`config.mk`:
```
export PLATFORM = sky130hd
export DESIGN_NAME = muldiv_flat
export DESIGN_NICKNAME = d
export VERILOG_FILES = /design/src/rtl/muldiv_pkg.sv /design/src/rtl/muldiv_if.sv /design/src/rtl/muldiv.sv /design/src/flat_wrapper.sv
export SDC_FILE = /design/constraint.sdc
export NUM_CORES = 1
export LEC_CHECK = 0
export ABC_AREA = 0
export BUFFER_PORTS_ARGS = -buffer_cell sky130_fd_sc_hd__buf_4
export CAP_MARGIN = 15
export CORE_MARGIN = 2
export CORE_UTILIZATION = 50
export CTS_CLUSTER_DIAMETER = 150
export DETAILED_ROUTE_END_ITERATION = 7
export GPL_TIMING_DRIVEN = 0
export PLACE_DENSITY = 0.7
export SLEW_MARGIN = 20
export SYNTH_ARGS = -nofsm -noshare
export SYNTH_HDL_FRONTEND = slang
export SYNTH_SLANG_ARGS = --single-unit
```
`constraint.sdc`:
```
create_clock -name clk -period 8.7 [get_ports clk]
set_input_delay 0.435 -clock clk [delete_from_list [all_inputs] [get_ports clk]]
set_output_delay 0.435 -clock clk [all_outputs]
set_load 0.01 [all_outputs]
```
`src/rtl/muldiv_pkg.sv`:
```
// Shared op codes, FSM state encoding and a magnitude helper for the
// iterative multiply/divide unit.
package muldiv_pkg;

    typedef enum logic [2:0] {
        MD_OP_NOP   = 3'd0,
        MD_OP_MULT  = 3'd1,
        MD_OP_MULTU = 3'd2,
        MD_OP_DIV   = 3'd3,
        MD_OP_DIVU  = 3'd4,
        MD_OP_MTHI  = 3'd5,
        MD_OP_MTLO  = 3'd6,
        MD_OP_RSVD  = 3'd7
    } md_op_e;

    typedef enum logic [1:0] {
        MD_ST_IDLE = 2'd0,
        MD_ST_CALC = 2'd1,
        MD_ST_FIX  = 2'd2
    } md_state_e;

    localparam int unsigned MD_ITERS = 32;

    // Two's-complement magnitude; 80000000 maps to itself, read as unsigned 2^31.
    function automatic logic [31:0] abs32(input logic [31:0] x);
        return x[31] ? (~x + 32'd1) : x;
    endfunction

endpackage

```
`src/rtl/muldiv_if.sv`:
```
// Request/response bundle between the decoder (master) and the muldiv unit (slave).
interface muldiv_if;
    // Handshake: the master pulses start for one cycle with op/a/b; it is taken
    // only while busy=0. Iterative ops raise busy until a one-cycle done pulse,
    // at which point hi/lo carry the result. MTHI/MTLO complete silently.
    logic        start;
    logic [2:0]  op;
    logic [31:0] a;
    logic [31:0] b;
    logic        busy;
    logic        done;
    logic [31:0] hi;
    logic [31:0] lo;

    modport master (output start, op, a, b, input busy, done, hi, lo);
    modport slave  (input start, op, a, b, output busy, done, hi, lo);
endinterface

```
`src/rtl/muldiv.sv`:
```
// Iterative multiply/divide unit owning HI/LO: shift-add multiply and
// restoring divide, one bit per cycle, with sign fix-up in a final cycle.
module muldiv
    import muldiv_pkg::*;
(
    input  logic       clk,
    input  logic       rst,
    muldiv_if.slave    bus,
    output md_state_e  dbg_state
);

    md_state_e   state_q, state_d;
    logic [4:0]  cnt_q, cnt_d;
    logic [63:0] acc_q, acc_d;
    logic [31:0] sh_q, sh_d;
    logic [31:0] dvsr_q, dvsr_d;
    logic [31:0] a_raw_q, a_raw_d;
    logic        is_div_q, is_div_d;
    logic        neg_q_q, neg_q_d;
    logic        neg_r_q, neg_r_d;
    logic        div0_q, div0_d;
    logic        busy_q, busy_d;
    logic        done_q, done_d;
    logic [31:0] hi_q, hi_d;
    logic [31:0] lo_q, lo_d;

    md_op_e      op_e;
    logic        signed_op;
    logic [32:0] sum;
    logic [32:0] rem_sh;
    logic        ge;
    logic [63:0] prod;

    always_comb begin
        state_d   = state_q;
        cnt_d     = cnt_q;
        acc_d     = acc_q;
        sh_d      = sh_q;
        dvsr_d    = dvsr_q;
        a_raw_d   = a_raw_q;
        is_div_d  = is_div_q;
        neg_q_d   = neg_q_q;
        neg_r_d   = neg_r_q;
        div0_d    = div0_q;
        busy_d    = busy_q;
        done_d    = 1'b0;
        hi_d      = hi_q;
        lo_d      = lo_q;
        op_e      = md_op_e'(bus.op);
        signed_op = (op_e == MD_OP_MULT) || (op_e == MD_OP_DIV);
        sum       = 33'd0;
        rem_sh    = 33'd0;
        ge        = 1'b0;
        prod      = 64'd0;

        case (state_q)
            MD_ST_IDLE: begin
                if (bus.start) begin
                    case (op_e)
                        MD_OP_MULT, MD_OP_MULTU, MD_OP_DIV, MD_OP_DIVU: begin
                            sh_d     = signed_op ? abs32(bus.a) : bus.a;
                            dvsr_d   = signed_op ? abs32(bus.b) : bus.b;
                            neg_q_d  = signed_op & (bus.a[31] ^ bus.b[31]);
                            neg_r_d  = signed_op & bus.a[31];
                            is_div_d = (op_e == MD_OP_DIV) || (op_e == MD_OP_DIVU);
                            div0_d   = (bus.b == 32'd0);
                            a_raw_d  = bus.a;
                            acc_d    = 64'd0;
                            cnt_d    = 5'd0;
                            busy_d   = 1'b1;
                            state_d  = MD_ST_CALC;
                        end
                        MD_OP_MTHI: hi_d = bus.a;
                        MD_OP_MTLO: lo_d = bus.a;
                        default: ;
                    endcase
                end
            end
            MD_ST_CALC: begin
                if (is_div_q) begin
                    // acc = {quotient, partial remainder}; dividend bits come from sh MSB first.
                    rem_sh = {acc_q[31:0], sh_q[31]};
                    ge     = (rem_sh >= {1'b0, dvsr_q});
                    acc_d  = {acc_q[62:32], ge, ge ? (rem_sh[31:0] - dvsr_q) : rem_sh[31:0]};
                    sh_d   = {sh_q[30:0], 1'b0};
                end else begin
                    sum   = {1'b0, acc_q[63:32]} + (sh_q[0] ? {1'b0, dvsr_q} : 33'd0);
                    acc_d = {sum, acc_q[31:1]};
                    sh_d  = {1'b0, sh_q[31:1]};
                end
                cnt_d = cnt_q + 5'd1;
                if (cnt_q == 5'(MD_ITERS - 1)) begin
                    state_d = MD_ST_FIX;
                end
            end
            MD_ST_FIX: begin
                if (is_div_q) begin
                    if (div0_q) begin
                        lo_d = 32'hFFFF_FFFF;
                        hi_d = a_raw_q;
                    end else begin
                        lo_d = neg_q_q ? (~acc_q[63:32] + 32'd1) : acc_q[63:32];
                        hi_d = neg_r_q ? (~acc_q[31:0] + 32'd1) : acc_q[31:0];
                    end
                end else begin
                    prod = neg_q_q ? (~acc_q + 64'd1) : acc_q;
                    hi_d = prod[63:32];
                    lo_d = prod[31:0];
                end
                busy_d  = 1'b0;
                done_d  = 1'b1;
                state_d = MD_ST_IDLE;
            end
            default: begin
                state_d = MD_ST_IDLE;
                busy_d  = 1'b0;
            end
        endcase
    end

    always_ff @(posedge clk) begin
        if (rst) begin
            state_q  <= MD_ST_IDLE;
            cnt_q    <= 5'd0;
            acc_q    <= 64'd0;
            sh_q     <= 32'd0;
            dvsr_q   <= 32'd0;
            a_raw_q  <= 32'd0;
            is_div_q <= 1'b0;
            neg_q_q  <= 1'b0;
            neg_r_q  <= 1'b0;
            div0_q   <= 1'b0;
            busy_q   <= 1'b0;
            done_q   <= 1'b0;
            hi_q     <= 32'd0;
            lo_q     <= 32'd0;
        end else begin
            state_q  <= state_d;
            cnt_q    <= cnt_d;
            acc_q    <= acc_d;
            sh_q     <= sh_d;
            dvsr_q   <= dvsr_d;
            a_raw_q  <= a_raw_d;
            is_div_q <= is_div_d;
            neg_q_q  <= neg_q_d;
            neg_r_q  <= neg_r_d;
            div0_q   <= div0_d;
            busy_q   <= busy_d;
            done_q   <= done_d;
            hi_q     <= hi_d;
            lo_q     <= lo_d;
        end
    end

    assign bus.busy  = busy_q;
    assign bus.done  = done_q;
    assign bus.hi    = hi_q;
    assign bus.lo    = lo_q;
    assign dbg_state = state_q;

endmodule
```
`src/flat_wrapper.sv`:
```
// flat-port wrapper written by rule: the top's interface ports become plain ports
module muldiv_flat import muldiv_pkg::*;
  (clk, rst, dbg_state, bus_start, bus_op, bus_a, bus_b, bus_busy, bus_done, bus_hi, bus_lo);
  muldiv_if bus_i ();
  input  logic clk;
  input  logic rst;
  output md_state_e dbg_state;
  input wire logic [$bits(bus_i.start)-1:0] bus_start;
  input wire logic [$bits(bus_i.op)-1:0] bus_op;
  input wire logic [$bits(bus_i.a)-1:0] bus_a;
  input wire logic [$bits(bus_i.b)-1:0] bus_b;
  output wire logic [$bits(bus_i.busy)-1:0] bus_busy;
  output wire logic [$bits(bus_i.done)-1:0] bus_done;
  output wire logic [$bits(bus_i.hi)-1:0] bus_hi;
  output wire logic [$bits(bus_i.lo)-1:0] bus_lo;
  assign bus_i.start = bus_start;
  assign bus_i.op = bus_op;
  assign bus_i.a = bus_a;
  assign bus_i.b = bus_b;
  assign bus_busy = bus_i.busy;
  assign bus_done = bus_i.done;
  assign bus_hi = bus_i.hi;
  assign bus_lo = bus_i.lo;
  muldiv u_core (.clk(clk), .rst(rst), .bus(bus_i), .dbg_state(dbg_state));
endmodule
```
==> impl_metrics.yaml, run 1 <==
layout:
  final_common_cell: "nand2_1"
  num-fill-cells: 3369
  sequential_cell_area_mm2: 0.00474
  mostFrequentLayoutCells: "312 x nand2_1, 237 x dfxtp_1, 206 x nor2_1"
  utilization_pct: 57.6
  area_of_the_multi_input_gates_mm2: 0.0120
  finish.instance_area_mm2: 0.0203
  synthToLayoutAreaGrowth_pct: 14.4
  finalNetCount: 2690
  layout-drive-gt1-share_pct: 8.49
  antenna_cells: 0
  finish.cell_count_without_fillers: 3029
synthesis:
  yosysWarningCount: 0
  synth_enable_flop_cells: 0
  synthCells: 2382
  syn-cell-area_mm2: 0.0177
  synth_cell_types: 78
  synth_top_area_share_pct: 26.7
  postSynthNetCount: 2524
  ys_async_sr_fraction_pct: 0
  synth.yosys.seq_area_share_pct: 26.7
  yosys_most_used_dff: "dfxtp_1"
  synth-seq-cells: 237
  synth.area.top_cells: "dfxtp_1 27%, xnor2_1 7.6%, nand2_1 6.6%, a21oi_1 5.7%, ha_1 4.9%"
  biggest_area_consumer_among_synthesized_cells: "dfxtp_1"
  mean_syn_cell_area_um2: 7.45
timing:
  layout_worst_path_cycle_share_pct: 50.9
  worst_hold_slack_ps: 134
  timing.setup.tns_ps: 0
  rsz_0062_raised_after_global_routing: "false"
  tightest_slew_margin_relative_to_the_limit_pct: 12.4
  final-setup-viol-count: 0
  report.final.slew_viol_count: 0
  layout_setup_ws_ps: 4270
  final-hold-violation-count: 0
  finalWorstPathRequiredPeriod_ps: 4430
  final.setup_skew_ps: 14.6
  max_clock_freq_mhz: 226
  max_slew.worst_pin.slew_ps: 1310
place:
  gp_weighted_congestion: 1.05
  place_hpwl_um: 64400
  preCtsSetupSlack_ps: 4400
  port_bufs: 135
  placed_area_mm2: 0.0193
  dpl.cell_count: 2978
global_routing:
  first_global_vias: 18100
  grt_pass1_wl_um: 117000
  gr-usage-all-layers_pct: 43.3
  grt_start_max_net_pins: 16
  antenna_found_initial: 1
  gr-total-overflow: 0
setup_path:
  setup.reg_to_reg.worst_slack_ps: 4270
  worstRegToRegCells: 15
  path_cells: "clkbuf_1 -> and2_1 -> ha_1 -> inv_1 -> fa_1 -> inv_1 -> a21oi_1 -> o21ai_0 -> a21oi_1 -> o21ai_0 -> o41ai_1 -> o21ai_0 -> a31oi_1 -> or4_1 -> o21ai_0"
  crit_path_max_delay_cell_type: "o21ai_0"
  critical_path_peak_fanout: 10
  cp_num_buf_inv: 3
  setup.worst_path.class: "reg -> reg"
  worst_r2r_endpoint: "u_core.acc_q[63]"
  startpoint_kind_of_the_worst_setup_timing_path: "flop"
  r2r_start: "u_core.sh_q[0]"
  required_ps: 9220
  path_common_cell: "o21ai_0"
  critical_path_arrival_ps: 4950
  worst_path_dominant_cell_family: "compound AO/OA/AOI/OAI gates"
  endpoint_kind: "flop"
  timing.critical_path.slowest_cell_delay_ps: 620
clock_network:
  root_buffer: "clkbuf_16"
  cts-htree-levels: 1
  worst_skew_pair.late_latency_ps: 590
  cts.hold.buffers_added: 0
  cts-resized-gates: 0
  clock_slew_at_reported_path_ffs_ps: 60
  number_of_clock_sinks: 237
  cts_post_setup_buffers_inserted: 0
  maximum_buffer_depth_of_the_clock_tree: 3
  cts-buffers-inserted: 29
  tritoncts: "yes"
floorplan:
  chipHeight_um: 192
  core_area_mm2: 0.0352
  x_dimension_of_the_die_um: 192
  die_area_mm2: 0.0370
  floorplan.io_pins: 138
  floorplan.initialDensity_pct: 50.4
  row_count: 69
route:
  drt_iter0_markers: 2389
  drt-total-wl_um: 81600
  routedWlPerCell_um: 26.9
  via_count: 19800
  first_pass_iters: 6
  via_per_inst: 6.54
  detail-route-antenna-nets: 0
  route.detailed.drc: 0
pwr:
  power-per-cell-area_mw_per_mm2: 174
  totalPowerFinal_mw: 3.54
  irDropWorstVdd_v: 0.000178
  p_leak_nw: 8.10
min_path:
  holdPathStages: 3
  hp-class: "in -> reg"
  whs_endpoint: "u_core.a_raw_q[23]"
  hold_path_startpoint: "bus_a[23]"
flow_run:
  max_cap_violations: 0
outcome:
  run_status: "finished clean"
-- cell usage after synthesis, types with 46 or more instances --
master      n
o21ai_0   164
a21o_1     49
nor2_1    206
mux2i_1    62
xnor2_1   155
a22oi_1    46
clkbuf_1  170
inv_1      64
nand2_1   312
xor2_1     81
dfxtp_1   237
ha_1       70
a21oi_1   201
-- layer usage --
metal,up-vias,share of wire (%),global-route usage (%)
met5,-,0,0
met4,0,8.8,32.6
met3,304,10,7.13
met2,1316,42,65.8
met1,9301,39,54.9
li1,8888,-,-
-- flip-flops by register name (all words and copies together) (netlist names) --
name              count
u_core.sh_q          32
u_core.bus.lo        32
u_core.bus.busy       1
u_core.a_raw_q       32
u_core.bus.hi        32
u_core.bus.done       1
u_core.dvsr_q        32
u_core.dbg_state      2
u_core.cnt_q          5
u_core.acc_q         64
u_core.is_div_q       1
u_core.div0_q         1
u_core.neg_r_q        1
u_core.neg_q_q        1
-- worst max-delay path by stage --
stage,start,to,slack (ps),cells past startpoint
final,u_core.sh_q[0],u_core.acc_q[63],4270,15
after global routing,u_core.sh_q[0],u_core.acc_q[63],4030,15
after CTS,u_core.sh_q[0],u_core.acc_q[63],4370,15
after detailed placement,u_core.sh_q[0],u_core.acc_q[63],4400,15
after global placement,u_core.sh_q[0],u_core.acc_q[63],4400,15
after floorplan,u_core.sh_q[0],u_core.acc_q[63],5490,15
-- logic make-up after synthesis --
kind of cell	share of synthesized area (%)
flops	26.7
buf+inv	5.79
compound gates	28.0
fa+ha+maj	5.16
xor+xnor	11.6
mux	3.62
simple gates	19.1
-- power breakdown --
| part | internal (mW) | leakage, nW | switching (mW) | total, mW |
|---|---|---|---|---|
| Combinational | 0.337 | 5.69 | 0.730 | 1.07 |
| Clock | 0.719 | 0.477 | 0.525 | 1.24 |
| Sequential | 1.16 | 1.93 | 0.0651 | 1.23 |
-- layout make-up --
| class | count | share of cell area (%) |
|---|---|---|
| inverters | 66 | 1.22 |
| well taps | 461 | 2.84 |
| plain buffers | 202 | 3.85 |
| clock inverters | 9 | 0.481 |
| flip-flops and latches | 237 | 23.4 |
| multi-input cells | 1877 | 59.0 |
| repair buffers | 135 | 4.99 |
| clock buffers | 42 | 4.26 |
-- worst min-delay path, delay by kind of cell --
family	cells	cell delay (ps)
buffers and inverters	1	130
AOI/OAI and AO/OA	1	50
and+or+nand+nor	1	60
Note: power is estimated with default switching activity, not from simulation.
==> run 2: changes to the inputs <==
--- a/config.mk
+++ b/config.mk
@@ -5,7 +5,7 @@
 export SDC_FILE = /design/constraint.sdc
 export NUM_CORES = 1
 export LEC_CHECK = 0
-export ABC_AREA = 0
+export ABC_AREA = 1
 export BUFFER_PORTS_ARGS = -buffer_cell sky130_fd_sc_hd__buf_4
 export CAP_MARGIN = 15
 export CORE_MARGIN = 2
==> constraint.sdc (replaced) <==
create_clock -name clk -period 4.6 [get_ports clk]
set_input_delay 0.23 -clock clk [delete_from_list [all_inputs] [get_ports clk]]
set_output_delay 0.23 -clock clk [all_outputs]
set_load 0.01 [all_outputs]
==> run 2 against run 1 <==
  * Register-to-register slack worse by 3600 ps
  * Sequential power is 82% higher
  * Core utilization is 0.61 points higher
  * Clock power is 110% higher
  * Routed wire length is 30% higher
  * Critical path depth is 2 higher
  * Die area is 17% higher
  * Critical endpoint is now u_core.acc_q[59]
  * Largest power group unchanged
==> impl_metrics.yaml, run 2 <==
outcome:
  run_status: "finished clean"
clock_network:
  maximum_buffer_depth_of_the_clock_tree: 3
  cts-htree-levels: 1
  tritoncts: "yes"
  root_buffer: "clkbuf_16"
  cts-buffers-inserted: 29
  worst_skew_pair.late_latency_ps: 590
  clock_slew_at_reported_path_ffs_ps: 70
  number_of_clock_sinks: 237
  cts_post_setup_buffers_inserted: 0
timing:
  max_clock_freq_mhz: 257
  final.setup_skew_ps: 17.4
  final-hold-violation-count: 0
  timing.setup.tns_ps: 0
  layout_worst_path_cycle_share_pct: 84.5
  final-setup-viol-count: 0
  max_slew.worst_pin.slew_ps: 1250
  report.final.slew_viol_count: 0
  worst_hold_slack_ps: 14.1
  tightest_slew_margin_relative_to_the_limit_pct: 16.7
  rsz_0062_raised_after_global_routing: "false"
  finalWorstPathRequiredPeriod_ps: 3890
synthesis:
  mean_syn_cell_area_um2: 5.81
  post_synthesis_xor_xnor_area_fraction_pct: 2.43
  synth_compound_area_share_pct: 21.6
  biggest_area_consumer_among_synthesized_cells: "dfxtp_1"
  synth_enable_flop_cells: 0
  ys_async_sr_fraction_pct: 0
  yosys_most_used_dff: "dfxtp_1"
  post_synth_mux_area_share_pct: 0
  synth_top_area_share_pct: 22.7
  dominant_combinational_cell_family_by_area_after_synthesis: "simple AND/OR/NAND/NOR gates"
  synth.area.top_cells: "dfxtp_1 23%, nand2_1 17%, a21oi_1 8.8%, inv_1 7.5%, nor2_1 7.2%"
  yosysWarningCount: 0
  synth_cell_types: 56
  netlist_top_cells_count: "921 x nand2_1, 418 x inv_1, 401 x nor2_1"
  synthCells: 3595
  synth_fa_ha_area_share_pct: 4.39
  synth.yosys.seq_area_share_pct: 22.7
  syn-cell-area_mm2: 0.0209
  synth-seq-cells: 237
  yosys.cell_count.top_type: "nand2_1"
  postSynthNetCount: 3737
  post_synth_and_or_nand_nor_area_fraction_pct: 37.6
pwr:
  p_leak_nw: 11.4
  irDropWorstVdd_v: 0.000259
  totalPowerFinal_mw: 6.61
  power-per-cell-area_mw_per_mm2: 277
layout:
  finalNetCount: 3931
  layout-drive-gt1-share_pct: 9.97
  finish.instance_area_mm2: 0.0239
  largest_register_ff_count: 64
  mostFrequentLayoutCells: "921 x nand2_1, 418 x inv_1, 401 x nor2_1"
  final_common_cell: "nand2_1"
  antenna_cells: 0
  largest_register: "u_core.acc_q"
  synthToLayoutAreaGrowth_pct: 14.4
setup_path:
  critical_path_arrival_ps: 4330
  startpoint_kind_of_the_worst_setup_timing_path: "flop"
  endpoint_kind: "flop"
  required_ps: 5040
  setup.worst_path.class: "reg -> reg"
  critical_path_peak_fanout: 10
place:
  place_hpwl_um: 85400
  placed_area_mm2: 0.0226
  port_bufs: 137
  gp_weighted_congestion: 1.15
route:
  route.detailed.drc: 0
  detail-route-antenna-nets: 0
  drt-total-wl_um: 106000
  first_pass_iters: 7
  via_per_inst: 6.05
  drt_iter0_markers: 3594
  routedWlPerCell_um: 24.4
  via_count: 26300
global_routing:
  gr-total-overflow: 0
  grt_start_max_net_pins: 15
  grt_pass1_wl_um: 152000
  gr-usage-all-layers_pct: 47.2
  first_global_vias: 24000
  antenna_found_initial: 4
floorplan:
  core_area_mm2: 0.0410
  die_area_mm2: 0.0434
  x_dimension_of_the_die_um: 208
  floorplan.io_pins: 138
  row_count: 74
  floorplan.initialDensity_pct: 50.9
  chipHeight_um: 208
min_path:
  hp-class: "in -> reg"
flow_run:
  max_cap_violations: 0
-- run 2: changes by cell type after synthesis, sizes merged, moves of 133 or more --
cell   before  now
nand2     312  962
inv        65  434
nand3      21  317
nor2      206  431
a21oi     201  395
o21ai     173  306
xnor2     155   22
-- run 2: timing repair --
action | CTS | global route
resized for setup | 0 | 0
hold endpoints to repair | 30 | 0
hold buffers | 26 | 0
-- run 2: final timing paths --
kind	end	depth (start not counted)	slack, ps	start
max	u_core.acc_q[59]	17	710	u_core.sh_q[0]
min	u_core.dvsr_q[2]	3	10	bus_b[2]
max reg2reg	u_core.acc_q[59]	17	710	u_core.sh_q[0]
min reg2reg	u_core.bus.busy	2	470	u_core.bus.busy
-- run 2: final cells by class --
| cell class | instances | area, µm² |
|---|---|---|
| Fill cell | 4290 | 17100 |
| Multi-Input combinational cell | 2762 | 13800 |
| Tap cell | 532 | 666 |
| Clock inverter | 21 | 289 |
| Timing Repair Buffer | 163 | 1290 |
| Inverter | 437 | 1640 |
| Sequential cell | 237 | 4740 |
| Buffer | 159 | 712 |
| Clock buffer | 33 | 771 |
-- run 2: critical path: stages (launching register included) --
cell      delay (ps)
dfxtp_1          310
clkbuf_1         670
clkbuf_1         400
nand2_1           90
inv_1             70
ha_1             230
inv_1             80
fa_1             420
o21ai_0          390
nand2_1          110
nand2_1          220
nand2_1           80
nand2_1          170
nand2_1          160
nand3_1          120
nand3_1           70
nand2_1           90
a21oi_1           70
-- run 2: report_power, final --
part / total [mW] / internal [mW] / switching, mW
clock network: 2.59 / 1.55 / 1.04
registers: 2.24 / 2.15 / 0.0832
logic: 1.79 / 0.525 / 1.26
-- run 2: per-layer routing --
layer	vias to the layer above	part of all wire [%]	GRT usage, %
li1	12200	-	-
met1	11800	38	58.5
met2	1839	41	70.5
met3	412	13	12.2
met4	6	8.9	35.1
met5	-	0.034	0
-- run 2: kinds of logic (layout without fill, tap and decap cells) --
| logic type | after synthesis | in the layout |
|---|---|---|
| AOI/OAI and AO/OA | 829 | 829 |
| xor gates and xnor gates | 58 | 58 |
| adders and majority gates | 72 | 72 |
| buffers and inverters | 596 | 813 |
| DFF | 237 | 237 |
| and+or+nand+nor | 1803 | 1803 |
-- run 2: through the flow --
stage	std cells	worst slack, ps	util (%)
2_1_floorplan	3595	2050	-
3_3_place_gp	4264	1010	55.0
3_5_place_dp	4264	1000	55.0
4_1_cts	4344	989	58.2
5_1_grt	4344	604	58.2
6_report	4344	712	58.2
